**src/rtl/reg_rr_arb.sv**
```systemverilog
// reg_rr_arb_pkg / reg_rr_arb
//
// Round-robin arbiter that shares one register-interface target between
// NoPorts requesters. The winner is chosen combinationally and sees the target
// in the same cycle. If the target does not answer at once, the grant is held
// until the transfer completes. Only the granted port receives the response.
// Every other port receives an all-zero response.
//
// Parameters
//   NoPorts      number of requester ports (>= 1)
//   req_t        request struct  {addr, write, wdata, wstrb, valid}
//   rsp_t        response struct {rdata, error, ready}
//   SelectWidth  width of the grant index (derived, do not override)
//
// Ports
//   clk_i        clock
//   rst_ni       asynchronous active-low reset
//   in_req_i     requests from the masters
//   in_rsp_o     responses to the masters
//   out_req_o    request to the shared target
//   out_rsp_i    response from the shared target
//   gnt_idx_o    index of the current, or last, granted port
//   busy_o       high while the grant is locked on a stalled transfer

package reg_rr_arb_pkg;

    typedef struct packed {
        logic [31:0] addr;
        logic        write;
        logic [31:0] wdata;
        logic [3:0]  wstrb;
        logic        valid;
    } reg_req_t;

    typedef struct packed {
        logic [31:0] rdata;
        logic        error;
        logic        ready;
    } reg_rsp_t;

endpackage

module reg_rr_arb #(
    parameter int  NoPorts     = 2,
    parameter type req_t       = reg_rr_arb_pkg::reg_req_t,
    parameter type rsp_t       = reg_rr_arb_pkg::reg_rsp_t,
    parameter int  SelectWidth = (NoPorts > 1) ? $clog2(NoPorts) : 1
) (
    input  logic                   clk_i,
    input  logic                   rst_ni,
    input  req_t                   in_req_i [NoPorts],
    output rsp_t                   in_rsp_o [NoPorts],
    output req_t                   out_req_o,
    input  rsp_t                   out_rsp_i,
    output logic [SelectWidth-1:0] gnt_idx_o,
    output logic                   busy_o
);

    typedef enum logic {IDLE, BUSY} state_t;

    state_t                 state_q;
    logic [SelectWidth-1:0] prio_q;
    logic [SelectWidth-1:0] lock_q;
    logic [SelectWidth-1:0] last_gnt_q;

    logic                   any_valid;
    logic [SelectWidth-1:0] winner;
    logic [SelectWidth-1:0] sel;
    logic                   route_en;
    logic                   handshake;
    logic [NoPorts-1:0]     rsp_ready_vec;

    // The port index wraps at NoPorts-1. It does not wrap at
    // 2^SelectWidth-1, so port counts that are not a power of two rotate
    // correctly.
    function automatic logic [SelectWidth-1:0] wrap_add(
        input logic [SelectWidth-1:0] base,
        input int                     off
    );
        int s;
        s = int'(base) + off;
        if (s >= NoPorts) begin
            s = s - NoPorts;
        end
        return SelectWidth'(s);
    endfunction

    // The winner is the first valid port, searching upward from prio_q.
    always_comb begin
        any_valid = 1'b0;
        winner    = '0;
        for (int off = 0; off < NoPorts; off++) begin
            if (!any_valid && in_req_i[wrap_add(prio_q, off)].valid) begin
                any_valid = 1'b1;
                winner    = wrap_add(prio_q, off);
            end
        end
    end

    // In BUSY the locked port owns the target. In IDLE the fresh winner owns
    // it. With nothing to route, the target and all masters see all-zero
    // traffic.
    always_comb begin
        sel       = (state_q == BUSY) ? lock_q : winner;
        route_en  = (state_q == BUSY) || any_valid;
        out_req_o = route_en ? in_req_i[sel] : '0;
        for (int i = 0; i < NoPorts; i++) begin
            in_rsp_o[i]      = (route_en && (sel == SelectWidth'(i))) ? out_rsp_i : '0;
            rsp_ready_vec[i] = in_rsp_o[i].ready;
        end
        handshake = out_req_o.valid && out_rsp_i.ready;
        if (state_q == BUSY) begin
            gnt_idx_o = lock_q;
        end else if (any_valid) begin
            gnt_idx_o = winner;
        end else begin
            gnt_idx_o = last_gnt_q;
        end
    end

    assign busy_o = (state_q == BUSY);

    // A transfer that completes in its first cycle only advances the
    // priority. A stalled transfer locks the grant until ready arrives. If the
    // locked master drops valid, the arbiter abandons the lock and does not
    // rotate the priority.
    always_ff @(posedge clk_i or negedge rst_ni) begin
        if (!rst_ni) begin
            state_q    <= IDLE;
            prio_q     <= '0;
            lock_q     <= '0;
            last_gnt_q <= '0;
        end else begin
            last_gnt_q <= gnt_idx_o;
            unique case (state_q)
                IDLE: begin
                    if (any_valid) begin
                        if (handshake) begin
                            prio_q <= wrap_add(winner, 1);
                        end else begin
                            lock_q  <= winner;
                            state_q <= BUSY;
                        end
                    end
                end
                BUSY: begin
                    if (!in_req_i[lock_q].valid) begin
                        state_q <= IDLE;
                    end else if (out_rsp_i.ready) begin
                        prio_q  <= wrap_add(lock_q, 1);
                        state_q <= IDLE;
                    end
                end
                default: state_q <= IDLE;
            endcase
        end
    end

    a_one_ready: assert property (@(posedge clk_i) disable iff (!rst_ni)
        $onehot0(rsp_ready_vec));

    a_req_stable: assert property (@(posedge clk_i) disable iff (!rst_ni)
        (busy_o && !out_rsp_i.ready) |=> $stable(out_req_o));

    a_gnt_range: assert property (@(posedge clk_i) disable iff (!rst_ni)
        int'(gnt_idx_o) < NoPorts);

    a_lock_valid: assert property (@(posedge clk_i) disable iff (!rst_ni)
        busy_o |-> in_req_i[lock_q].valid);

endmodule

```
**config.mk**
```make
export PLATFORM = sky130hd
export DESIGN_NAME = reg_rr_arb
export DESIGN_NICKNAME = d
export VERILOG_FILES = /design/src/rtl/reg_rr_arb.sv
export SDC_FILE = /design/constraint.sdc
export NUM_CORES = 1
export LEC_CHECK = 0
export CORE_AREA = 2 2 124 126
export CTS_CLUSTER_SIZE = 10
export DETAILED_ROUTE_END_ITERATION = 8
export DIE_AREA = 0 0 126 128
export GPL_TIMING_DRIVEN = 0
export PLACE_DENSITY = 0.5
export SLEW_MARGIN = 25
export SYNTH_ARGS = -nofsm -noshare
export SYNTH_HDL_FRONTEND = slang
export SYNTH_SLANG_ARGS = --single-unit
```
**constraint.sdc**
```tcl
create_clock -name clk_i -period 1.95 [get_ports clk_i]
set_clock_uncertainty 0.15 [all_clocks]
set_input_delay 0.195 -clock clk_i [delete_from_list [all_inputs] [get_ports clk_i]]
set_output_delay 0.195 -clock clk_i [all_outputs]
set_load 0.02 [all_outputs]
```
==> metrics.md, run 1 <==
| Metric | Value |
|---|---|
| Clock buffer count from CTS | `3` |
| Routed Antenna Nets | `0` |
| Top FF cell, synth | `dfrtp_1` |
| Synth area leaders | `a22o_1, and2_1, dfrtp_1` |
| Critical path class | `flip-flop to primary output` |
| Seq/Total Area, Yosys | `7.34%` |
| First DRT Iteration DRCs | `62` |
| Delay-heaviest family, CP | `compound AO/OA/AOI/OAI gates` |
| Count leader, synth | `a22o_1` |
| First-pass GRT wire length | `17.6 mm` |
| Largest family of logic cells by synthesized area | `compound AO/OA/AOI/OAI gates` |
| Clock Sinks | `4` |
| Final setup margin | `-0.153 ns` |
| Crit path launch type | `flip-flop` |
| Failing checks | `negative setup slack` |
| Final-report setup violation count | `129` |
| Final Max Tran Viols | `0` |
| Run status | `finished with violations` |
| Die width | `126 um` |
| Crit share post-route | `108%` |
| Count of different cell masters after synthesis | `18` |
| Fin nets | `685` |
| Worst path bufs/invs | `3` |
| Total number of vias | `2772` |
| Post-Syn Nets | `355` |
| Critical Path Sink Type | `primary output` |
| CTS tree | `built` |
| Max incr delay on CP | `0.39 ns` |
| H-tree depth | `1` |
| Routing usage on met3 | `6.30%` |
| Arrival @ worst endpoint | `1.76 ns` |
| Slowest CP cell | `dfrtp_1` |
| Setup TNS | `-8.82 ns` |
| Final hold viol count | `0` |
| Clk slew on worst S/H paths | `0.03 ns` |
| I/O pins | `316` |
| GR Util All Layers | `13.9%` |
| Pwr Density | `656 nW/um2` |
| Grt peak-use layer | `met2` |
| HPWL after detailed placement | `10.4 mm` |
| GRT overflow | `0` |
| Share of post-route cells with drive strength above 1 | `39.6%` |
| Worst vdd ir | `0.240 mV` |
| Period minus WS final | `2.10 ns` |
| FFs w/ async S/R, synth | `100%` |
| Core area | `14900 um2` |
| Lkg Pwr | `2.32 nW` |
| Critical Path RT | `1.60 ns` |
| Top cells by count, synth | `a22o_1, and2_1, buf_2, clkbuf_1, dfrtp_1` |
| Max-Cap Viols | `0` |
| Synth Area in Compound Gates | `49.1%` |
| Area leader, netlist | `a22o_1` |
| Vias in the first global route | `2959` |
| Worst Tran Pin Value | `0.330 ns` |
| Ys Warns | `0` |
| Clk_lat worst skew | `0.22 ns` |
| Synthesized area per cell | `7.62 um2` |
| Grt met2 use | `24.5%` |
| Row count | `45` |
| Synth Area in Simple Gates | `34.5%` |
| GPL Wtd Cong | `0.766` |
| IO Port Bufs | `315` |
| Fmax | `475 MHz` |
| Average routed wire per standard cell | `18.2 um` |
| Starting density of the core | `9.18%` |
| GR Util met1 | `15.9%` |
| Unrepaired setup endpoints after global routing | `true` |
| Post-Synth XOR/XNOR Area | `0%` |
| Adder-cell share of the synthesized area | `0%` |
| DRC | `0` |
| Multiplexer share of the synthesized area | `0%` |
| Largest net degree at the start of global routing | `11` |
| Area delta synth->final | `271%` |
| Rel. slew slack | `78.0%` |
| Design Power | `3.32 mW` |
| DRT Pass-1 Iters | `4` |
| Mapped Area | `1360 um2` |
| Die Area | `16100 um2` |
| Initial antenna violation count | `6` |
| Hold Crit Class | `input pin to asynchronous set/reset pin` |
| EDFF count, synth | `0` |
| Die Span Y | `128 um` |
| Clk buf depth | `2` |
| Top-area cell type share of the netlist area | `45.0%` |
| Cells after Synth | `179` |
| CTS root buffer | `clkbuf_16` |
| Vias/cell | `3.97` |
| Max FO, Critical Path | `10` |
| Register bit total from synthesis | `4` |
| CP Cell Sequence | `nand2b_4, a22o_4, buf_12, buf_8, a22o_1, buf_6` |
| Drt total wl | `12.7 mm` |
-- per-layer routing --
layer,vias to the layer above,routed length [um]
li1,1335,-
met1,1234,5100
met2,187,6050
met3,12,1450
met4,4,95
met5,-,24
-- logic make-up after synthesis --
kind of cell    Yosys count
simple gates             76
flops                     4
compound gates           77
buf+inv                  22
-- worst paths after layout --
check	start	endpoint	slack, ns	depth (start not counted)
max	prio_q	out_req_o[39]	-0.15	6
min	rst_ni	prio_q	0.04	1
max reg2reg	prio_q	last_gnt_q	0.36	5
min reg2reg	last_gnt_q	last_gnt_q	0.35	1
max in group asynchronous	rst_ni	busy_o	1.40	1
min in group clk_i	in_req_i[0]	lock_q	0.31	2
-- timing repair --
item                                    4_1_cts  5_1_grt
resized for setup                           683       98
endpoints found under the setup margin      140      139
cloned                                        1        5
pin swaps                                    10       30
buffers inserted                              3        2
hold buffers                                  0        0
-- worst reg2reg max path: stages, from the launching register on --
cell and delay (ns):
dfrtp_1 0.39, nand2b_4 0.16, a22o_4 0.28, clkbuf_16 0.18, buf_6 0.14, o21ba_1 0.18
-- power by group --
part / switching (mW) / internal (mW)
clock: 0.0565 / 0.262
combinational: 1.35 / 1.53
sequential: 0.0178 / 0.103
-- cell usage in the layout (no fill, tap or decap) --
cell type / synthesis / routed
nand2b_1: 3 / 1
a22o_1: 70 / 68
clkdlybuf4s50_1: 0 / 174
buf_8: 0 / 5
nand2b_4: 0 / 2
o21ai_4: 0 / 1
dlymetal6s2s_1: 0 / 1
a22o_4: 0 / 2
diode_2: 0 / 3
a21oi_1: 1 / 1
and2_4: 0 / 22
o22a_1: 1 / 1
dfrtp_1: 4 / 3
clkdlybuf4s15_2: 0 / 7
buf_4: 1 / 19
buf_2: 12 / 50
buf_12: 0 / 2
clkbuf_4: 0 / 2
clkbuf_8: 0 / 2
nor2b_1: 2 / 2
clkbuf_16: 0 / 8
o21ba_1: 1 / 1
dlygate4sd2_1: 0 / 2
nor2_1: 1 / 1
a31oi_1: 1 / 1
nand2_1: 1 / 1
dfrtp_2: 0 / 1
a21boi_1: 1 / 1
buf_6: 3 / 78
and2_1: 69 / 47
a32o_1: 1 / 1
-- state kept, by name (all words and copies together), names as in the netlist --
name,flops
last_gnt_q,1
busy_o,1
lock_q,1
prio_q,1
-- cell type report --
class | count | area (um2)
fill | 1576 | 9810
timing repair buffer | 325 | 3120
multi-input combinational | 153 | 1230
buffer | 22 | 280
tap | 188 | 235
sequential | 4 | 101
clock buffer | 3 | 75.1
antenna | 3 | 7.51
-- stage by stage --
| stage | hold WS (ns) | area (um2) | util (%) | instances | setup WS, ns |
|---|---|---|---|---|---|
| floorplan | -0.251 | 1360 | - | 179 | 0.150 |
| global placement | 0.275 | 4750 | 32.0 | 682 | -1.01 |
| detailed placement | 0.274 | 4750 | 32.0 | 682 | -1.04 |
| CTS | 0.0494 | 4650 | 31.3 | 689 | -0.189 |
| global route | 0.0477 | 5050 | 34.0 | 695 | -0.199 |
| finish | 0.0424 | 5060 | 34.0 | 698 | -0.153 |
Note: power is estimated with default switching activity, not from simulation.
==> inputs of run 2 (changes only) <==
--- a/config.mk
+++ b/config.mk
@@ -5,12 +5,12 @@
 export SDC_FILE = /design/constraint.sdc
 export NUM_CORES = 1
 export LEC_CHECK = 0
+export CAP_MARGIN = 20
 export CORE_AREA = 2 2 124 126
 export CTS_CLUSTER_SIZE = 10
 export DETAILED_ROUTE_END_ITERATION = 8
 export DIE_AREA = 0 0 126 128
 export GPL_TIMING_DRIVEN = 0
-export PLACE_DENSITY = 0.5
 export SLEW_MARGIN = 25
 export SYNTH_ARGS = -nofsm -noshare
 export SYNTH_HDL_FRONTEND = slang
==> run 2 against run 1 <==
Against the previous run: clock power is 3% higher; combinational power is 11% higher; first-iteration DRC count is 26% lower; design area is 7.6% higher; via count is 0.11% higher; die area stayed put; register-to-register slack hardly changed; the run still ends with negative setup slack left; critical endpoint is now out_req_o[50]; hold slack worse by 0.0062 ns.
==> metrics.md, run 2 (same netlist as run 1, synthesis figures left out) <==
| Metric | Value |
|---|---|
| Worst vdd ir | `0.384 mV` |
| GRT overflow | `0` |
| Multi-input combinational cell area | `1280 um2` |
| Switching power | `1.48 mW` |
| Final Max Tran Viols | `0` |
| Clock buffer count from CTS | `3` |
| Worst Tran Pin Value | `0.316 ns` |
| Max-Cap Viols | `0` |
| CTS tree | `built` |
| Clk_lat worst skew | `0.23 ns` |
| Fin nets | `689` |
| Final non-filler cell total | `699` |
| Row count | `45` |
| I/O pins | `316` |
| Comb pwr share | `87.7%` |
| Share of post-route cells with drive strength above 1 | `43.2%` |
| Fmax | `478 MHz` |
| Largest net degree at the start of global routing | `11` |
| Final setup margin | `-0.141 ns` |
| Die width | `126 um` |
| Core area | `14900 um2` |
| DP Cell Count | `682` |
| Average routed wire per standard cell | `17.4 um` |
| H-tree depth | `1` |
| Failing checks | `negative setup slack` |
| Hold Crit Class | `input pin to asynchronous set/reset pin` |
| Commonest non-fill, non-tap cell in the layout | `clkdlybuf4s50_1` |
| Period minus WS final | `2.09 ns` |
| Run status | `finished with violations` |
| Rel. slew slack | `78.9%` |
| DRC | `0` |
| Cts hold-fix bufs | `0` |
| Die Span Y | `128 um` |
| # fillers | `1510` |
| Crit share post-route | `107%` |
| Clk slew on worst S/H paths | `0.03 ns` |
| Arrival @ worst endpoint | `1.75 ns` |
| Hold_ws | `0.0362 ns` |
| Starting density of the core | `9.18%` |
| Final hold viol count | `0` |
| Final-report setup violation count | `130` |
| Seq pwr share | `3.3%` |
| Worst slack, placed | `-1.06 ns` |
| Post-layout util | `36.6%` |
| Vias in the first global route | `2947` |
| Cell Int Power | `2.16 mW` |
| Total number of vias | `2775` |
| Critical Path Sink Type | `primary output` |
| DRT Pass-1 Iters | `4` |
| Antenna cells | `0` |
| Vias/cell | `3.97` |
| Initial antenna violation count | `0` |
| Clock Sinks | `4` |
| HPWL after detailed placement | `9.79 mm` |
| Drt total wl | `12.2 mm` |
| Area delta synth->final | `299%` |
| GR Util All Layers | `13.5%` |
| Setup TNS | `-8.50 ns` |
| Reg area | `101 um2` |
| Critical path class | `flip-flop to primary output` |
| IO Port Bufs | `315` |
| Crit path launch type | `flip-flop` |
| Pwr Density | `670 nW/um2` |
| Unrepaired setup endpoints after global routing | `true` |
| Routed Antenna Nets | `0` |
| Clk buf depth | `2` |
| First DRT Iteration DRCs | `46` |
| Commonest non-fill, non-tap cells in the layout | `clkdlybuf4s50_1, buf_6, a22o_1, and2_4, and2_1` |
| First-pass GRT wire length | `17.1 mm` |
| Lkg Pwr | `2.45 nW` |
| Critical Path RT | `1.60 ns` |
| Die Area | `16100 um2` |
| Clk pwr share | `9.0%` |
| CTS root buffer | `clkbuf_16` |
| Net Sw Frac | `40.7%` |
| Max FO, Critical Path | `7` |
| GPL Wtd Cong | `0.839` |
[run 2: cell type report]
| class | instances | share of cell area [%] |
|---|---|---|
| tap | 188 | 4.32 |
| multi-input combinational | 153 | 23.5 |
| timing repair buffer | 329 | 62.8 |
| buffer | 22 | 6.14 |
| clock buffer | 3 | 1.38 |
| sequential | 4 | 1.86 |
[run 2: path summary, 6_finish.rpt]
path	depth (start not counted)	start	slack [ns]	to
max	6	prio_q	-0.14	out_req_o[50]
min	1	rst_ni	0.04	prio_q
max reg2reg	5	prio_q	0.35	last_gnt_q
min reg2reg	1	last_gnt_q	0.38	last_gnt_q
max in group asynchronous	1	rst_ni	1.41	busy_o
min in group clk_i	2	in_req_i[0]	0.30	lock_q
[run 2: layer usage]
layer	vias to the layer above	GRT usage (%)	part of all wire (%)
li1	1337	-	-
met1	1295	15.6	39
met2	133	26.4	55
met3	10	2.50	5.9
met4	0	1.42	0.73
met5	-	0	0
[run 2: power groups by stage]
stage | Sequential (mW) | Combinational, mW | Clock, mW
final | 0.122 | 3.20 | 0.326
after global routing | 0.124 | 3.35 | 0.339
after CTS | 0.120 | 3.10 | 0.331
after detailed placement | 0.117 | 2.62 | 0
after global placement | 0.116 | 2.60 | 0
after floorplan | 0.116 | 1.22 | 0
[run 2: timing repair]
action / CTS / global route
cloned: 3 / 2
endpoints found under the setup margin: 139 / 134
buffers inserted: 9 / 1
pin swaps: 51 / 17
resized for setup: 860 / 48
[run 2: critical path, stage by stage (launching register included)]
cell	delay, ns
dfrtp_1	0.39
nand2b_4	0.16
a22o_4	0.27
buf_12	0.16
clkbuf_16	0.15
a22o_1	0.23
buf_6	0.14
[run 2: stage by stage]
step / instance area (um2) / total power [mW]
floorplan: 1360 / 1.33
CTS: 5270 / 3.55
finish: 5440 / 3.65
global route: 5440 / 3.82
detailed placement: 4750 / 2.74
global placement: 4750 / 2.72
==> variant 1, RTL diff (settings of run 2) <==
Set the parameter `NoPorts` to 1 (it was 2).
--- a/src/rtl/reg_rr_arb.sv
+++ b/src/rtl/reg_rr_arb.sv
@@ -41,7 +41,7 @@
 endpackage
 
 module reg_rr_arb #(
-    parameter int  NoPorts     = 2,
+    parameter int  NoPorts     = 1,
     parameter type req_t       = reg_rr_arb_pkg::reg_req_t,
     parameter type rsp_t       = reg_rr_arb_pkg::reg_rsp_t,
     parameter int  SelectWidth = (NoPorts > 1) ? $clog2(NoPorts) : 1
Interface: changed (resized in_req_i and in_rsp_o); port bits go from 316 to 212. No check against the original RTL was run, so the function may have changed too.
==> variant 1 against run 2 <==
The run ends with negative hold slack left. Non-clock buffer count decreased by 116. Design area is 40% lower. Synthesized area down 23%. Sequential cell count fell by 2. Setup slack better by 0.21 ns. Die area stayed put. Count of clock-buffer cells in the layout did not move. Wire length fell by 43%. Sequential share of layout area is 0.32 points lower. Synthesized cell count down 26%. Critical path type unchanged. Highest routed layer unchanged.
Power is not compared: it rests on default switching activity, and its combinational part moved more than twofold at a synthesized area within 25%.
==> variant 1: results (changes against run 2) <==
Global route
  – First-pass GRT wire length: 10,200 um (was 17,100 um)
  – Total track usage: 0.0772 (was 0.135)
  – Vias in the first global route: 1,921 (was 2,947)

Synthesis
  – Avg Inst Size Synth: 7.98 sq um (was 7.62 sq um)
  – Net count after synthesis: 238 (was 355)
  – Seq/Total Area, Yosys: 0.0475 (was 0.0734)
  – Largest cells by area after synthesis: o21a_1 73%, buf_6 15%, buf_2 4.8%, dfrtp_1 4.8%, nor3b_2 1.2% (was a22o_1 45%, and2_1 32%, dfrtp_1 7.3%, buf_2 4.4%, buf_6 2.5%)
  – Synth unique cells: 7 (was 18)
  – Synth top cells by count: 103 x o21a_1, 14 x buf_6, 10 x buf_2, 2 x dfrtp_1 (was 70 x a22o_1, 69 x and2_1, 12 x buf_2, 6 x clkbuf_1, 4 x dfrtp_1)

STA
  – Least-Margin Pin Slew: 0.236 ns (was 0.316 ns)
  – Hold slack: -0.0000150 ns (was 0.0362 ns)
  – Final Hold Fails: 1 (was 0)

Clock network
  – Worst-path clk slew: 0.03 ns (about the same)
  – Total CTS buffers: 3 (unchanged)

Outcome
  – Outcome: finished, violations left (unchanged)
  – Failing checks: negative hold slack (was negative setup slack)

Placed design
  – Final Wtd Congestion: 0.720 (was 0.839)
  – Detail Placement HPWL: 5870 um (was 9790 um)
  – Count of input and output buffers: 210 (was 315)
  – Dpl cells: 530 (was 682)
  – DP Area: 0.00339 sq mm (was 0.00475 sq mm)

Setup path
  – Max FO, Critical Path: 10 (was 7)
  – Largest delay share family, worst path: buffers and inverters (was compound AO/OA/AOI/OAI gates)
  – Max incr delay on CP: 0.36 ns (was 0.39 ns)
  – CP Data Arrival Time: 1.54 ns (was 1.75 ns)

Detailed routing
  – 1st-iter DRT viols: 39 (was 46)
  – Drt via density: 3.47 (was 3.97)
  – Wire length per cell: 13.0 um (was 17.4 um)

Finish
  – Nets: 453 (was 689)
  – Final cell count without fillers: 533 (was 699)
  – Layout cells sized above 1: 0.194 (was 0.432)

Hold path
  – Worst hold path class: input port to async pin (unchanged)
## variant 1: cell count changes in the layout (fill, tap and decap cells not counted), moves of 35 or more
cell             change
clkdlybuf4s50_1     -68
a22o_1              -68
and2_4              -36
o21a_1             +103
clkbuf_2            +35
dlygate4sd2_1       +51
buf_6              -103
## variant 1: per-stage QoR
| step | hold slack, ns | worst slack (ns) |
|---|---|---|
| final | -0.0000150 | 0.0646 |
| after global routing | 0.00823 | 0.00346 |
| after CTS | 0.000477 | 0.00227 |
| after detailed placement | 0.218 | -0.0930 |
| after global placement | 0.217 | -0.0615 |
| after floorplan | -0.251 | 0.389 |
## variant 1: layout make-up
class / count / area, sq um
fillers: 1713 / 11600
repair buffers: 210 / 1860
multi-input cells: 105 / 792
well taps: 188 / 235
plain buffers: 25 / 228
clock buffers: 3 / 75.1
flip-flops and latches: 2 / 50.0
## variant 1: cells by family after synthesis
group | count (synthesis) | synth area share
and+or+nand+nor | 2 | 0.0178
DFF | 2 | 0.0475
buffers and inverters | 25 | 0.201
AOI/OAI and AO/OA | 103 | 0.734
## variant 1: final timing paths
path,cells past startpoint,to,slack [ns],start
worst max-delay path,5,out_req_o[12],0.06,busy_o$_DFF_PN0_
worst min-delay path,1,busy_o$_DFF_PN0_,-0.00001,rst_ni
worst max register to register,4,last_gnt_q$_DFF_PN0_,0.67,busy_o$_DFF_PN0_
worst min register to register,1,last_gnt_q$_DFF_PN0_,0.39,last_gnt_q$_DFF_PN0_
max in group asynchronous,1,last_gnt_q$_DFF_PN0_,1.52,rst_ni
min in group clk_i,3,last_gnt_q$_DFF_PN0_,0.28,in_req_i[0]
## variant 1: repair_timing
action,in CTS,in global routing
resized for setup,130,70
endpoints found under the setup margin,104,59
setup buffers,0,0
hold buffers,0,0
endpoints found under the hold margin,0,0
## variant 1: worst reg2reg max path: stages, from the launching register on
cell,delay [ns]
dfrtp_1,0.36
clkbuf_4,0.18
buf_8,0.16
buf_6,0.14
nor3b_2,0.19
## variant 1: power groups by stage
stage | clock network [mW] | logic (mW) | registers, mW
final | 0.303 | 0.812 | 0.0434
after global placement | 0 | 0.920 | 0.0439
after detailed placement | 0 | 0.925 | 0.0438
after global routing | 0.313 | 0.864 | 0.0436
after floorplan | 0 | 0.394 | 0.0451
after CTS | 0.306 | 0.835 | 0.0434
## variant 1: routing by layer
metal	vias to the layer above	wire, um	track usage
li1	914	-	-
met1	827	2460	0.0790
met2	105	3650	0.150
met3	2	810	0.0338
met4	0	19	0.00776
met5	-	0	0
==> variant 2, RTL diff (config.mk and constraints of run 2) <==
Made on the original files. Make the reset (`rst_ni`) synchronous in one clocked block. Comments in the files are not updated.
--- a/src/rtl/reg_rr_arb.sv
+++ b/src/rtl/reg_rr_arb.sv
@@ -124,7 +124,7 @@
     // priority. A stalled transfer locks the grant until ready arrives. If the
     // locked master drops valid, the arbiter abandons the lock and does not
     // rotate the priority.
-    always_ff @(posedge clk_i or negedge rst_ni) begin
+    always_ff @(posedge clk_i) begin
         if (!rst_ni) begin
             state_q    <= IDLE;
             prio_q     <= '0;
Check against the original RTL: differs if rst_ni is asserted again (counterexample within 4 cycles, from zero or initial values and one cycle with rst_ni low); with rst_ni held inactive, the same outputs for 4 cycles.
==> variant 2 against run 2 <==
The run still ends with negative setup slack left. Sequential share of layout area fell by 0.21 points. Highest routed layer unchanged. Count of clock-buffer cells in the layout unchanged. Core utilization decreased by 1.5 points. Design area decreased by 4.2%. Setup slack gained 0.061 ns. Final cell count rose by 1.7%. Hold slack better by 0.32 ns. Critical path type unchanged. Total power is 39% lower. Die area unchanged. Wire length down 4.7%. Synthesized area grew 4.5%. Sequential cell count unchanged.
==> variant 2: results (changes against run 2) <==
Outcome
  – Outcome: finished, violations left (unchanged)
  – Failing checks: negative setup slack (unchanged)

Detailed routing
  – WL final: 11,600 um (was 12,200 um)
  – 1st-iter DRT viols: 53 (was 46)
  – Drt via density: 4.06 (was 3.97)

Synthesis
  – Largest cells by area after synthesis: a22o_1 42%, and2_1 30%, dfxtp_1 5.6%, buf_6 4.7%, buf_4 2.1% (was a22o_1 45%, and2_1 32%, dfrtp_1 7.3%, buf_2 4.4%, buf_6 2.5%)
  – Complex-gate fraction of the synthesized area: 0.478 (was 0.491)
  – Net count after synthesis: 363 (was 355)
  – Synth unique cells: 26 (was 18)
  – Avg Inst Size Synth: 7.62 sq um (about the same)
  – Async SR Flop Fraction: 0 (was 1.00)
  – Proportion of synthesized area in mux cells: 0.0158 (was 0)

STA
  – Final WS setup: -0.0797 ns (was -0.141 ns)
  – # setup viols final: 89 (was 130)
  – Hold slack: 0.358 ns (was 0.0362 ns)

Global route
  – First-pass GRT wire length: 15,500 um (was 17,100 um)
  – Vias in the first global route: 2,891 (was 2,947)

Setup path
  – Max FO, Critical Path: 6 (was 7)
  – Max incr delay on CP: 0.34 ns (was 0.39 ns)
  – CP Data Arrival Time: 1.68 ns (was 1.75 ns)
  – Worst Setup SP: prio_q$_SDFFE_PN0P_ (was prio_q$_DFFE_PN0P_)
  – Largest delay share family, worst path: buffers and inverters (was compound AO/OA/AOI/OAI gates)

Finish
  – Nets: 701 (was 689)
  – Layout cells sized above 1: 0.390 (was 0.432)

Hold path
  – Worst hold path class: flip-flop to flip-flop (was input port to async pin)

Placed design
  – Final Wtd Congestion: 0.847 (was 0.839)
  – Dpl cells: 690 (was 682)
  – DP Area: 0.00481 sq mm (was 0.00475 sq mm)
  – Detail Placement HPWL: 8970 um (was 9790 um)

Power
  – VDD IR max: 0.000256 V (was 0.000384 V)
  – Static Leakage: 2.40 nW (was 2.45 nW)
==> variant 2: worst register-to-register path: stages (launching register included) <==
cell,delay (ns)
dfxtp_2,0.34
a21bo_2,0.22
mux2i_4,0.16
buf_4,0.14
buf_4,0.16
nor3b_1,0.06
==> variant 2: area by class of cell <==
class | instances | area share
buffer | 19 | 0.0533
clock buffer | 3 | 0.0144
inverter | 3 | 0.00216
multi-input combinational | 158 | 0.237
sequential | 4 | 0.0166
tap | 188 | 0.0451
timing repair buffer | 336 | 0.631
==> variant 2: power breakdown <==
part / total, mW / switching (mW) / leakage (nW) / internal (mW)
combinational: 1.80 / 0.775 / 2.33 / 1.03
clock: 0.322 / 0.0595 / 0.0370 / 0.262
sequential: 0.0961 / 0.00819 / 0.0343 / 0.0879
total: 2.22 / 0.843 / 2.40 / 1.38
==> variant 2: cell families after synthesis <==
group,count (synthesis)
compound gates,80
buf+inv,25
mux,1
simple gates,77
flops,4
==> variant 2: metal layers <==
metal,global-route usage,vias to the layer above,wire (um)
li1,-,1377,-
met1,0.135,1319,4340
met2,0.231,186,6150
met3,0.0284,3,1080
met4,0.0116,0,25
met5,0,-,0
==> variant 2: per-stage QoR <==
| stage | util | total power [mW] | worst slack, ns |
|---|---|---|---|
| after CTS | 0.319 | 2.04 | -0.0983 |
| after global placement | 0.324 | 1.73 | -1.01 |
| after detailed placement | 0.324 | 1.73 | -1.03 |
| after global routing | 0.351 | 2.32 | -0.139 |
| final | 0.351 | 2.22 | -0.0797 |
| after floorplan | - | 0.792 | 0.173 |
==> variant 2: timing repair <==
item	CTS	global route
hold buffers	0	0
setup endpoints to repair	139	137
resized for setup	704	94
setup buffers	6	4
gates cloned	3	9
pin swaps	2	6
